===== config.mk =====
export PLATFORM = sky130hd
export DESIGN_NAME = econet_tx_scheduler_flat
export DESIGN_NICKNAME = d
export VERILOG_FILES = /design/src/rtl/econet_tx_scheduler_pkg.sv /design/src/rtl/econet_tx_scheduler_if.sv /design/src/rtl/econet_desc_fifo.sv /design/src/rtl/econet_tx_scheduler.sv /design/src/flat_wrapper.sv
export SDC_FILE = /design/constraint.sdc
export NUM_CORES = 1
export LEC_CHECK = 0
export CORE_ASPECT_RATIO = 0.7
export CORE_MARGIN = 4
export CORE_UTILIZATION = 51
export CTS_BUF_LIST = sky130_fd_sc_hd__clkbuf_16
export CTS_CLUSTER_SIZE = 8
export DETAILED_ROUTE_END_ITERATION = 6
export GPL_ROUTABILITY_DRIVEN = 0
export PLACE_DENSITY = 0.77
export SETUP_SLACK_MARGIN = 0.2
export SLEW_MARGIN = 20
export SYNTH_ARGS = -nofsm -noshare
export SYNTH_HDL_FRONTEND = slang
export SYNTH_SLANG_ARGS = --single-unit
export TNS_END_PERCENT = 20

===== constraint.sdc =====
create_clock -name sys_clk -period 4 [get_ports sys_clk]
set_input_delay 1.2 -clock sys_clk [delete_from_list [all_inputs] [get_ports sys_clk]]
set_output_delay 1.2 -clock sys_clk [all_outputs]
set_load 0.01 [all_outputs]

===== src/rtl/econet_tx_scheduler_pkg.sv =====
// econet_tx_scheduler_pkg: shared Econet transmit types.
// Holds the buffer offset width, the scheduler state encoding and the
// frame descriptor layout used by the queue and the sequencer.
package econet_tx_scheduler_pkg;
    localparam int ECO_CNTWIDTH = 9;

    typedef enum logic [2:0] {
        S_IDLE,
        S_LOAD_START,
        S_LOAD_END,
        S_WAIT_BUSY,
        S_WAIT_DONE,
        S_WAIT_ACK,
        S_BACKOFF,
        S_REPORT
    } state_e;

    typedef struct packed {
        logic [ECO_CNTWIDTH-1:0] start_ofs;
        logic [ECO_CNTWIDTH-1:0] end_ofs;
        logic                    need_ack;
    } desc_t;
endpackage


===== src/rtl/econet_tx_scheduler_if.sv =====
// econet_tx_scheduler_if: descriptor push, transmitter register port,
// transmitter status and completion report of the Econet tx scheduler.
//   master : host side (pushes descriptors, drives tx_busy / ack_seen)
//   slave  : scheduler side
interface econet_tx_scheduler_if
    import econet_tx_scheduler_pkg::*;
#(
    parameter int QDEPTH = 4
);
    logic                    desc_valid;
    logic                    desc_ready;
    logic [ECO_CNTWIDTH-1:0] desc_start;
    logic [ECO_CNTWIDTH-1:0] desc_end;
    logic                    desc_need_ack;
    logic [3:0]              tx_we;
    logic                    tx_select_frame_start;
    logic                    tx_select_buffer_end;
    logic [31:0]             tx_data;
    logic                    tx_busy;
    logic                    ack_seen;
    logic                    done_valid;
    logic                    done_ok;
    logic [1:0]              done_retries;
    logic [$clog2(QDEPTH):0] queue_count;
    logic                    idle;

    modport master (
        output desc_valid, desc_start, desc_end, desc_need_ack, tx_busy, ack_seen,
        input  desc_ready, tx_we, tx_select_frame_start, tx_select_buffer_end, tx_data,
               done_valid, done_ok, done_retries, queue_count, idle
    );

    modport slave (
        input  desc_valid, desc_start, desc_end, desc_need_ack, tx_busy, ack_seen,
        output desc_ready, tx_we, tx_select_frame_start, tx_select_buffer_end, tx_data,
               done_valid, done_ok, done_retries, queue_count, idle
    );
endinterface


===== src/rtl/econet_desc_fifo.sv =====
// econet_desc_fifo: synchronous descriptor FIFO with occupancy count.
//   sys_clk, reset : clock, asynchronous active-high reset
//   push_i, din_i  : write request and descriptor (accepted when not full,
//                    or when full and a pop happens in the same cycle)
//   pop_i          : drop the head (ignored when empty)
//   head_o         : current head descriptor
//   full_o, empty_o, count_o : occupancy
module econet_desc_fifo
    import econet_tx_scheduler_pkg::*;
#(
    parameter int DEPTH = 4
) (
    input  logic                   sys_clk,
    input  logic                   reset,
    input  logic                   push_i,
    input  logic                   pop_i,
    input  desc_t                  din_i,
    output desc_t                  head_o,
    output logic                   full_o,
    output logic                   empty_o,
    output logic [$clog2(DEPTH):0] count_o
);
    localparam int AW = $clog2(DEPTH);

    desc_t         mem_q [DEPTH];
    logic [AW-1:0] wr_q, rd_q;
    logic [AW:0]   count_q;
    logic          do_push, do_pop;

    assign do_pop  = pop_i && count_q != '0;
    assign do_push = push_i && (count_q != (AW+1)'(DEPTH) || do_pop);
    assign head_o  = mem_q[rd_q];
    assign full_o  = count_q == (AW+1)'(DEPTH);
    assign empty_o = count_q == '0;
    assign count_o = count_q;

    always_ff @(posedge sys_clk)
        if (do_push) mem_q[wr_q] <= din_i;

    always_ff @(posedge sys_clk or posedge reset)
        if (reset) begin
            wr_q    <= '0;
            rd_q    <= '0;
            count_q <= '0;
        end else begin
            wr_q    <= wr_q + AW'(do_push);
            rd_q    <= rd_q + AW'(do_pop);
            count_q <= count_q + (AW+1)'(do_push) - (AW+1)'(do_pop);
        end
endmodule


===== src/rtl/econet_tx_scheduler.sv =====
// econet_tx_scheduler: feeds queued frame descriptors to the buffered Econet
// transmitter, tracks busy, waits for acks with timeout and linear backoff,
// and reports one completion per descriptor.
//   sys_clk, reset : clock, asynchronous active-high reset
//   bus (slave)    : descriptor push, tx register writes, tx_busy/ack_seen,
//                    done report, queue_count, idle
module econet_tx_scheduler
    import econet_tx_scheduler_pkg::*;
#(
    parameter int QDEPTH       = 4,
    parameter int BUSY_TIMEOUT = 65535,
    parameter int ACK_TIMEOUT  = 65535,
    parameter int BACKOFF_UNIT = 1024,
    parameter int MAX_RETRY    = 3
) (
    input logic                  sys_clk,
    input logic                  reset,
    econet_tx_scheduler_if.slave bus
);
    state_e      state_q;
    desc_t       din, head;
    logic        full, empty;
    logic        busy_meta_q, busy_s_q;
    logic [31:0] timer_q;
    logic [1:0]  retries_q;
    logic [3:0]  we_q;
    logic        fs_q, be_q;
    logic [31:0] data_q;
    logic        done_valid_q, done_ok_q;
    logic [1:0]  done_retries_q;
    logic        popping;

    assign din     = '{start_ofs: bus.desc_start, end_ofs: bus.desc_end, need_ack: bus.desc_need_ack};
    assign popping = state_q == S_REPORT;

    econet_desc_fifo #(.DEPTH(QDEPTH)) u_fifo (
        .sys_clk (sys_clk),
        .reset   (reset),
        .push_i  (bus.desc_valid && bus.desc_ready),
        .pop_i   (popping),
        .din_i   (din),
        .head_o  (head),
        .full_o  (full),
        .empty_o (empty),
        .count_o (bus.queue_count)
    );

    // A full queue still takes a push in the cycle the head is popped.
    assign bus.desc_ready            = !full || popping;
    assign bus.idle                  = empty && state_q == S_IDLE;
    assign bus.tx_we                 = we_q;
    assign bus.tx_select_frame_start = fs_q;
    assign bus.tx_select_buffer_end  = be_q;
    assign bus.tx_data               = data_q;
    assign bus.done_valid            = done_valid_q;
    assign bus.done_ok               = done_ok_q;
    assign bus.done_retries          = done_retries_q;

    always_ff @(posedge sys_clk or posedge reset)
        if (reset) begin
            busy_meta_q <= 1'b0;
            busy_s_q    <= 1'b0;
        end else begin
            busy_meta_q <= bus.tx_busy;
            busy_s_q    <= busy_meta_q;
        end

    // Timers are loaded with N-1 and expire on reaching 0, so a wait of N
    // cycles occupies its state for exactly N cycles.
    always_ff @(posedge sys_clk or posedge reset)
        if (reset) begin
            state_q        <= S_IDLE;
            timer_q        <= '0;
            retries_q      <= '0;
            we_q           <= '0;
            fs_q           <= 1'b0;
            be_q           <= 1'b0;
            data_q         <= '0;
            done_valid_q   <= 1'b0;
            done_ok_q      <= 1'b0;
            done_retries_q <= '0;
        end else begin
            we_q         <= '0;
            fs_q         <= 1'b0;
            be_q         <= 1'b0;
            data_q       <= '0;
            done_valid_q <= 1'b0;
            case (state_q)
                S_IDLE:
                    if (!empty) begin
                        state_q <= S_LOAD_START;
                        we_q    <= 4'hF;
                        fs_q    <= 1'b1;
                        data_q  <= 32'(head.start_ofs);
                    end
                S_LOAD_START: begin
                    state_q <= S_LOAD_END;
                    we_q    <= 4'hF;
                    be_q    <= 1'b1;
                    data_q  <= 32'(head.end_ofs);
                end
                S_LOAD_END: begin
                    state_q <= S_WAIT_BUSY;
                    timer_q <= 32'(BUSY_TIMEOUT - 1);
                end
                S_WAIT_BUSY:
                    if (busy_s_q) state_q <= S_WAIT_DONE;
                    else if (timer_q == '0) begin
                        state_q        <= S_REPORT;
                        done_valid_q   <= 1'b1;
                        done_ok_q      <= 1'b0;
                        done_retries_q <= retries_q;
                    end else timer_q <= timer_q - 32'd1;
                S_WAIT_DONE:
                    if (!busy_s_q) begin
                        if (head.need_ack) begin
                            state_q <= S_WAIT_ACK;
                            timer_q <= 32'(ACK_TIMEOUT - 1);
                        end else begin
                            state_q        <= S_REPORT;
                            done_valid_q   <= 1'b1;
                            done_ok_q      <= 1'b1;
                            done_retries_q <= retries_q;
                        end
                    end
                S_WAIT_ACK:
                    // Ack takes priority over a coincident timeout.
                    if (bus.ack_seen) begin
                        state_q        <= S_REPORT;
                        done_valid_q   <= 1'b1;
                        done_ok_q      <= 1'b1;
                        done_retries_q <= retries_q;
                    end else if (timer_q == '0) begin
                        if (32'(retries_q) < 32'(MAX_RETRY)) begin
                            state_q   <= S_BACKOFF;
                            retries_q <= retries_q + 2'd1;
                            timer_q   <= (32'(retries_q) + 32'd1) * 32'(BACKOFF_UNIT) - 32'd1;
                        end else begin
                            state_q        <= S_REPORT;
                            done_valid_q   <= 1'b1;
                            done_ok_q      <= 1'b0;
                            done_retries_q <= retries_q;
                        end
                    end else timer_q <= timer_q - 32'd1;
                S_BACKOFF:
                    if (timer_q == '0) begin
                        state_q <= S_LOAD_START;
                        we_q    <= 4'hF;
                        fs_q    <= 1'b1;
                        data_q  <= 32'(head.start_ofs);
                    end else timer_q <= timer_q - 32'd1;
                S_REPORT: begin
                    state_q   <= S_IDLE;
                    retries_q <= '0;
                end
                default: state_q <= S_IDLE;
            endcase
        end
endmodule


===== src/flat_wrapper.sv =====
// flat-port wrapper written by rule: the top's interface ports become plain ports
module econet_tx_scheduler_flat import econet_tx_scheduler_pkg::*;
#(
    parameter int QDEPTH       = 4,
    parameter int BUSY_TIMEOUT = 65535,
    parameter int ACK_TIMEOUT  = 65535,
    parameter int BACKOFF_UNIT = 1024,
    parameter int MAX_RETRY    = 3
)
  (sys_clk, reset, bus_desc_valid, bus_desc_start, bus_desc_end, bus_desc_need_ack, bus_tx_busy, bus_ack_seen, bus_desc_ready, bus_tx_we, bus_tx_select_frame_start, bus_tx_select_buffer_end, bus_tx_data, bus_done_valid, bus_done_ok, bus_done_retries, bus_queue_count, bus_idle);
  econet_tx_scheduler_if #(.QDEPTH(QDEPTH)) bus_i ();
  input logic sys_clk;
  input logic reset;
  input wire logic [$bits(bus_i.desc_valid)-1:0] bus_desc_valid;
  input wire logic [$bits(bus_i.desc_start)-1:0] bus_desc_start;
  input wire logic [$bits(bus_i.desc_end)-1:0] bus_desc_end;
  input wire logic [$bits(bus_i.desc_need_ack)-1:0] bus_desc_need_ack;
  input wire logic [$bits(bus_i.tx_busy)-1:0] bus_tx_busy;
  input wire logic [$bits(bus_i.ack_seen)-1:0] bus_ack_seen;
  output wire logic [$bits(bus_i.desc_ready)-1:0] bus_desc_ready;
  output wire logic [$bits(bus_i.tx_we)-1:0] bus_tx_we;
  output wire logic [$bits(bus_i.tx_select_frame_start)-1:0] bus_tx_select_frame_start;
  output wire logic [$bits(bus_i.tx_select_buffer_end)-1:0] bus_tx_select_buffer_end;
  output wire logic [$bits(bus_i.tx_data)-1:0] bus_tx_data;
  output wire logic [$bits(bus_i.done_valid)-1:0] bus_done_valid;
  output wire logic [$bits(bus_i.done_ok)-1:0] bus_done_ok;
  output wire logic [$bits(bus_i.done_retries)-1:0] bus_done_retries;
  output wire logic [$bits(bus_i.queue_count)-1:0] bus_queue_count;
  output wire logic [$bits(bus_i.idle)-1:0] bus_idle;
  assign bus_i.desc_valid = bus_desc_valid;
  assign bus_i.desc_start = bus_desc_start;
  assign bus_i.desc_end = bus_desc_end;
  assign bus_i.desc_need_ack = bus_desc_need_ack;
  assign bus_i.tx_busy = bus_tx_busy;
  assign bus_i.ack_seen = bus_ack_seen;
  assign bus_desc_ready = bus_i.desc_ready;
  assign bus_tx_we = bus_i.tx_we;
  assign bus_tx_select_frame_start = bus_i.tx_select_frame_start;
  assign bus_tx_select_buffer_end = bus_i.tx_select_buffer_end;
  assign bus_tx_data = bus_i.tx_data;
  assign bus_done_valid = bus_i.done_valid;
  assign bus_done_ok = bus_i.done_ok;
  assign bus_done_retries = bus_i.done_retries;
  assign bus_queue_count = bus_i.queue_count;
  assign bus_idle = bus_i.idle;
  econet_tx_scheduler #(.QDEPTH(QDEPTH), .BUSY_TIMEOUT(BUSY_TIMEOUT), .ACK_TIMEOUT(ACK_TIMEOUT), .BACKOFF_UNIT(BACKOFF_UNIT), .MAX_RETRY(MAX_RETRY)) u_core (.sys_clk(sys_clk), .reset(reset), .bus(bus_i));
endmodule

; ---- After elaboration in Yosys (flattened, before gate mapping)
; Memories as Yosys holds them, arrays and structs flattened.
; Index checks and enable logic that the tools add are counted.
[totals]
reg_bits = 88
ram_bits = 76
in_bits = 24
wordCells = 123
n_memories = 1
[memory_table]
columns = memory, depth, width, read_ports, rd_clocked_by_memory_dff, wr, line
row1 = u_core.u_fifo.mem_q, 4, 19, 1, 0, 1, econet_desc_fifo.sv:25  ; desc_t mem_q [DEPTH];
[op_classes]
addsub = 8
order_cmp = 1
eq_ne = 23
mux = 57
reduce_logical = 18
[op_table]
columns = operator, count
row1 = 32-bit two-way mux, 7
row2 = 32-bit case mux with 5 select lines, 1
row3 = 32-bit case mux with 3 select lines, 1
row4 = "32-bit by 1-bit subtractor with 32-bit output, second input constant", 2
row5 = 32-bit zero test, 1
row6 = 3-bit case mux with 8 select lines, 1
row7 = 2-bit two-way mux, 11
row8 = 3-bit two-way mux, 7
row9 = 1-bit two-way mux, 19
row10 = 9-bit two-way mux, 2
row11 = "3-bit == test, second input constant", 5
row12 = 4-bit case mux with 3 select lines, 1
row13 = "2-bit by 1-bit != test with 1-bit output, second input constant", 5
row14 = "2-bit != test, second input constant", 5
row15 = "3-bit != test, second input constant", 3
row16 = 4-bit two-way mux, 2
row17 = 7-bit AND reduction, 1
row18 = "3-bit by 2-bit == test with 1-bit output, second input constant", 2
row19 = 3-bit zero test, 2
row20 = 1-bit case mux with 3 select lines, 2
row21 = 2-bit case mux with 3 select lines, 1
row22 = 6-bit AND reduction, 1
row23 = 3-bit nonzero test, 2
row24 = 5-bit AND reduction, 1
row25 = 17 further kinds, 22

; ---- Logic depth before layout (Yosys ltp)
; Gate-level depths: netlist (run 1).
[depth]
depth_word = 7
depth_mapped = 11

; ---- Modules after synthesis
; Synthesis (run 1) repeated with hierarchy kept, for this count alone.
[hier_totals]
hier_cells = 523
area_unflattened_um2 = 6656.4
[by_module_without_submodules]
columns = mod, n_inst, cells_each, area_each_um2, seq_area_each_um2
row1 = econet_tx_scheduler, 1, 391, 3478.3, 1376.3
row2 = econet_desc_fifo, 1, 132, 3178.0, 2457.4

; ---- Worst setup path after synthesis (run 1)
; OpenSTA, ideal clock, no wires.
[synth_timing]
path_kind = input-to-reg
startpoint = input port bus_desc_valid
endpoint = memory u_core.u_fifo.mem_q[1][0] (netlist bit) (enable)
setup_time_ns = 0.423
t_arrival_ns = 2.770
slack_ns = 0.807
stages = 2
n_path_buf = 0
cell_sequence = nand2_1 nor3b_1
[synth_via]
elab_chain_cells = 4
[synth_lines]
columns = item, line
row1 = start: declaration, flat_wrapper.sv:14  ; input wire logic [$bits(bus_i.desc_valid)-1:0] bus_desc_valid;
row2 = 1-bit logical AND, econet_tx_scheduler.sv:39  ; .push_i (bus.desc_valid && bus.desc_ready),
row3 = 1-bit logical AND, econet_desc_fifo.sv:31  ; assign do_push = push_i && (count_q != (AW+1)'(DEPTH) || do_pop);
row4 = 1-bit two-way mux, econet_desc_fifo.sv:38  ; if (do_push) mem_q[wr_q] <= din_i;
row5 = 1-bit two-way mux (not written as such), econet_desc_fifo.sv:38
row6 = end: declaration, econet_desc_fifo.sv:25
; Every way passes these cells.

; ---- Final worst setup path (run 1)
[layout_timing]
startpoint = register u_core.u_fifo.count_q[2], in the netlist u_core.u_fifo.count_o[2]
endpoint = output port bus_idle
[layout_via]
elab_chain_cells = 2
[layout_lines]
columns = item, line
row1 = start: declaration, econet_desc_fifo.sv:27  ; logic [AW:0] count_q;
row2 = start signal: assignment, econet_desc_fifo.sv:48  ; count_q <= count_q + (AW+1)'(do_push) - (AW+1)'(do_pop);
row3 = 3-bit zero test, econet_desc_fifo.sv:34  ; assign empty_o = count_q == '0;
row4 = 1-bit logical AND, econet_tx_scheduler.sv:50  ; assign bus.idle = empty && state_q == S_IDLE;
row5 = end: declaration, flat_wrapper.sv:29  ; output wire logic [$bits(bus_i.idle)-1:0] bus_idle;
; Every way passes these cells.

==> results of run 1 <==
## metal layers
metal	GRT usage [%]	wire, um	share of wire (%)
met2	31.2	6570	48
met4	7.53	283	2.1
met5	0	0	0
met1	26.2	5760	42
met3	5.05	971	7.1
## worst max-delay path: cells and delay by family, from the launching register on
kind / cells / cell delay, ns
and+or+nand+nor: 2 / 0.70
DFF: 1 / 0.43
buffers and inverters: 1 / 0.60
## final cells by class
type | instances | area [um2] | area share [%]
multi-input cells | 308 | 2370 | 30.9
inverters | 37 | 139 | 1.81
flip-flops and latches | 138 | 3830 | 50.0
clock inverters | 15 | 126 | 1.65
repair buffers | 60 | 568 | 7.41
well taps | 162 | 203 | 2.65
clock buffers | 17 | 425 | 5.55
## path summary, 6_finish.rpt
| check | end | slack [ns] |
|---|---|---|
| worst min-delay path | u_core.busy_s_q | 0.36 |
| worst min register to register | u_core.busy_s_q | 0.36 |
| worst max-delay path | bus_idle | 0.66 |
| worst max register to register | u_core.timer_q[7] | 1.31 |
| min in group asynchronous | u_core.bus.tx_data[2] | 1.06 |
| max in group asynchronous | u_core.retries_q[1] | 2.26 |
## cell usage after synthesis (all sizes together) (4+ instances only)
master and number:
o22ai 5, nor2 27, nor4 8, o22a 6, o21ai 25, dfrtp 62, buf 39, edfxtp 76
or3 6, xor2 4, inv 37, nand2 29, a21oi 28, nor3 19, mux4 19, clkbuf 7
nand3b 4, nand3 19, ha 8, a31oi 4, o2bb2ai 10
## power by group
part           internal (uW)  leakage [uW]  switching [uW]
Combinational            862       0.00118            1140
Clock                    814      0.000269             649
Sequential              1850       0.00145             257
## through the flow
| stage | instances | setup slack, ns | hold slack (ns) |
|---|---|---|---|
| after floorplan | 529 | 0.807 | 0.331 |
| after global placement | 705 | 0.564 | 0.344 |
| after detailed placement | 705 | 0.493 | 0.346 |
| after CTS | 737 | 0.672 | 0.368 |
| after global routing | 737 | 0.615 | 0.370 |
| final | 737 | 0.664 | 0.362 |
## sequential cells by signal, indices dropped and copies added (netlist names)
| signal | cells |
|---|---|
| u_core.busy_meta_q | 1 |
| u_core.bus.tx_we | 1 |
| u_core.u_fifo.rd_q | 2 |
| u_core.retries_q | 2 |
| u_core.bus.done_retries | 2 |
| u_core.u_fifo.mem_q | 76 |
| u_core.bus.tx_data | 9 |
| u_core.bus.tx_select_buffer_end | 1 |
| u_core.bus.tx_select_frame_start | 1 |
| u_core.bus.done_ok | 1 |
| u_core.u_fifo.count_o | 3 |
| u_core.busy_s_q | 1 |
| u_core.timer_q | 32 |
| u_core.state_q | 3 |
| u_core.u_fifo.wr_q | 2 |
| u_core.bus.done_valid | 1 |
## kinds of logic (layout without fill, tap and decap cells)
kind of cell | count (synthesis) | count (layout) | share of synthesized area, %
flops | 138 | 138 | 58.6
simple gates | 134 | 134 | 12.3
compound gates | 111 | 111 | 11.8
buf+inv | 83 | 129 | 6.68
mux | 24 | 24 | 7.71
fa+ha+maj | 9 | 9 | 1.84
xor+xnor | 7 | 7 | 0.937
other cells | 1 | 23 | 0.0573
==> impl_metrics.yaml, run 1 <==
logic_synthesis:
  ys.flop_type: "edfxtp_1"
  async_flop_share_pct: 44.9
  ys_types: 74
  postSynthAreaPerCell_um2: 12.9
  syn_area_mm2: 0.00654
  synth-warning-count: 0
  synth_area_leader_cell: "edfxtp_1"
  ys_seq_elements: 138
  synth_top_area_share_pct: 34.9
  syn_inst: 507
  synth-edff-count: 76
  ys_seq_area_share_pct: 58.6
  synth_area_leaders: "edfxtp_1 (35%), dfrtp_1 (24%), mux4_2 (4.5%)"
grt:
  gr-usage-all-layers_pct: 19.6
  grt_pass1_wl_mm: 22.1
  grt_pass1_vias: 4282
  grt_max_degree: 32
  antenna_found_initial: 0
  grt_overflow: 0
timing:
  min_period_over_period_pct: 83.4
  fin_skew_ns: 0.0157
  slew_headroom_pct: 55.0
  max_freq_mhz: 300
  hold_viol: 0
  period_needed_ns: 3.34
  setup_viol_count_final: 0
  slew_violations: 0
  tightest_slew_ns: 0.675
  rsz0062_at_grt: "no"
  fin_tns_setup_ns: 0
power_and_ir_drop:
  ir_drop_v: 0.000456
  finalPower_uw: 5570
  power_leakage_uw: 0.00290
  p_per_area_mw_per_mm2: 727
detailed_routing:
  drtPass1Iterations: 5
  drtIter0Drc: 457
  viasPerCell: 5.90
  vias: 4346
  antenna_left: 0
  drc: 0
  routed_wirelength_mm: 13.6
  routedWlPerCell_um: 18.4
setup_path:
  worstPathCellList: "or3_1 -> nor4_1 -> clkdlybuf4s50_1"
  r2r_cells: 7
  reg2reg_from: "u_core.u_fifo.rd_q[0]"
  cp.arrival_ns: 2.14
  cp_max_fo: 5
  cp_slowest_cell: "clkdlybuf4s50_1"
  crit_path_max_incr_delay_ns: 0.60
  crit_type: "reg -> out"
  start_kind: "flop"
  crit_required_ns: 2.80
  cp-end-kind: "output port"
  startpoint: "u_core.u_fifo.count_o[2]"
floorplanning:
  die_w_um: 143
  ioPinCount: 71
  die_h_um: 103
  core-area_mm2: 0.0125
  rows: 34
  initial_core_util_pct: 52.5
  die_area_mm2: 0.0147
run_status:
  status: "complete, no violations"
placement:
  place_hpwl_mm: 8.93
  port_buffers: 47
  place_area_mm2: 0.00711
clocking:
  cts_setup_buffers: 0
  root_buffer: "clkbuf_16"
  clkTransAtPathRegs_ns: 0.06
  cts_sinks: 138
  postCtsHoldBufs: 0
  cts_made_buffers: 17
  clockBufferDepth: 2
  cts.repair.resized: 0
  htree_num_levels: 4
  cts_tree: "done"
  clk_latency_ns: 0.42
finish:
  fillers: 941
  final_common_cell: "edfxtp_1"
  drive_gt1_share_pct: 15.1
  syn2layout_area_growth_pct: 17.1
  antenna_cells: 0
  finalNetCount: 595
  final_util_pct: 61.5
  final_cell_mix: "edfxtp_1 (76), dfrtp_1 (62), clkdlybuf4s50_1 (47)"
  stdcell_area_mm2: 0.00766
flow_run:
  cap_viol_max_count: 0
min_path:
  hp-class: "reg -> reg"
  hold_depth: 0
  hold_start: "u_core.busy_meta_q"
Note: power is estimated with default switching activity, not from simulation.
==> inputs of run 2 (changes only) <==
- clock period: 4 -> 3.2 ns (I/O delays scaled with it)
==> run 2 against run 1 <==
Setup slack lost 0.33 ns; worst hold slack gained 0.0079 ns; via count shrank 0.67%; cell count grew 0.41%; clock skew shrank 0.0013 ns; routed wire length grew 0.47%; utilization grew 0.77 points; global-route usage is essentially flat; first-iteration DRC count shrank 15%; clock power grew 40%; clock-buffer cell count is the same; sequential power grew 25%; largest cell class unchanged; largest power group unchanged; highest routed layer unchanged.
==> impl_metrics.yaml, run 2 (synthesis results as in run 1) <==
timing:
  fin_tns_setup_ns: 0
  setup_viol_count_final: 0
  slew_headroom_pct: 25.9
  min_period_over_period_pct: 89.6
  period_needed_ns: 2.87
  rsz0062_at_grt: "no"
  fin_skew_ns: 0.0144
  setup_slack_ns: 0.333
  tightest_slew_ns: 1.10
  hold_viol: 0
  slew_violations: 0
  max_freq_mhz: 349
finish:
  largest_register_ffs: 76
  final_cell_mix: "edfxtp_1 (76), dfrtp_1 (61), clkdlybuf4s50_1 (46)"
  drive_gt1_share_pct: 15.7
  finalNonFillerCells: 740
  finalNetCount: 598
  final_util_pct: 62.2
  final_common_cell: "edfxtp_1"
  syn2layout_area_growth_pct: 18.6
  antenna_cells: 0
  regMostFlops: "u_core.u_fifo.mem_q"
detailed_routing:
  drtPass1Iterations: 5
  drtIter0Drc: 389
  top_layer: "met4"
  drc: 0
  viasPerCell: 5.83
  routedWlPerCell_um: 18.5
  routed_wirelength_mm: 13.7
  drt-met1-wl_mm: 5.97
  vias: 4317
  dr_wl_met2_mm: 6.51
  antenna_left: 0
  wl_met3_um: 977
clocking:
  cts_tree: "done"
  clk_latency_ns: 0.43
  htree_num_levels: 4
  cts_sinks: 138
  cts_made_buffers: 17
  clkTransAtPathRegs_ns: 0.06
  root_buffer: "clkbuf_16"
  postCtsHoldBufs: 0
  cts_setup_buffers: 0
  clockBufferDepth: 2
floorplanning:
  die_area_mm2: 0.0147
  rows: 34
  core-area_mm2: 0.0125
  ioPinCount: 71
  die_h_um: 103
  die_w_um: 143
  initial_core_util_pct: 52.5
setup_path:
  cp_max_fo: 12
  cp.arrival_ns: 3.14
  start_kind: "input pin"
  crit_required_ns: 3.48
  cp-end-kind: "flop"
  crit_type: "in -> reg"
grt:
  grt_max_degree: 63
  gr-usage-all-layers_pct: 19.5
  antenna_found_initial: 0
  grt_pass1_vias: 4315
  grt_pass1_wl_mm: 22.1
  grt_overflow: 0
power_and_ir_drop:
  power_leakage_uw: 0.00296
  finalPower_uw: 7200
  p_per_area_mw_per_mm2: 929
  ir_drop_v: 0.000484
placement:
  place_inst: 708
  place_hpwl_mm: 8.50
  dp_slack_ns: 0.0703
  port_buffers: 47
min_path:
  hp-class: "reg -> reg"
run_status:
  status: "complete, no violations"
flow_run:
  cap_viol_max_count: 0
run 2: final cells by class:
cell class	instances	area, um2
fillers	911	4710
flip-flops and latches	138	3830
multi-input cells	308	2360
repair buffers	63	602
clock buffers	17	425
well taps	162	203
clock inverters	15	191
inverters	37	139
run 2: power by group:
| part | leakage, uW | internal [uW] | switching (uW) |
|---|---|---|---|
| sequential | 0.00145 | 2320 | 318 |
| clock | 0.000305 | 1200 | 856 |
| combinational | 0.00121 | 1100 | 1420 |
run 2: stage by stage:
stage | hold slack [ns] | cell area, um2
after global routing | 0.374 | 7760
after global placement | 0.351 | 7140
after CTS | 0.377 | 7760
after detailed placement | 0.358 | 7140
final | 0.370 | 7760
after floorplan | 0.331 | 6630
run 2: critical path, cell delays in order:
cell             delay (ns)
clkdlybuf4s50_1        0.43
nor3b_1                0.27
a21oi_2                0.07
a2bb2oi_2              0.19
or3_1                  0.62
o41ai_1                0.47
o21ai_1                0.14
run 2: per-layer routing:
metal,track usage [%],vias up
met3,5.33,22
met5,0,-
met1,26.4,2129
met2,31.2,188
li1,-,1978
met4,6.58,0
run 2: worst paths after layout:
path	start	endpoint	slack, ns	depth (start not counted)
max in group asynchronous	reset	u_core.state_q[0]	1.93	3
min	u_core.busy_meta_q	u_core.busy_s_q	0.37	0
max	bus_ack_seen	u_core.timer_q[7]	0.33	7
max reg2reg	u_core.timer_q[0]	u_core.timer_q[12]	0.44	8
min in group asynchronous	reset	u_core.bus.tx_data[0]	0.95	3
min reg2reg	u_core.busy_meta_q	u_core.busy_s_q	0.37	0
run 2: repair_timing:
item / CTS / global route
cloned: 0 / 0
gates resized for setup: 1 / 1
hold endpoints to repair: 0 / 0
setup endpoints to repair: 2 / 1
==> inputs of run 3 (changes only) <==
- SLEW_MARGIN: 20 -> not set
==> results of run 3 <==
Final layout, timing and power as in run 2 (identical DEF).
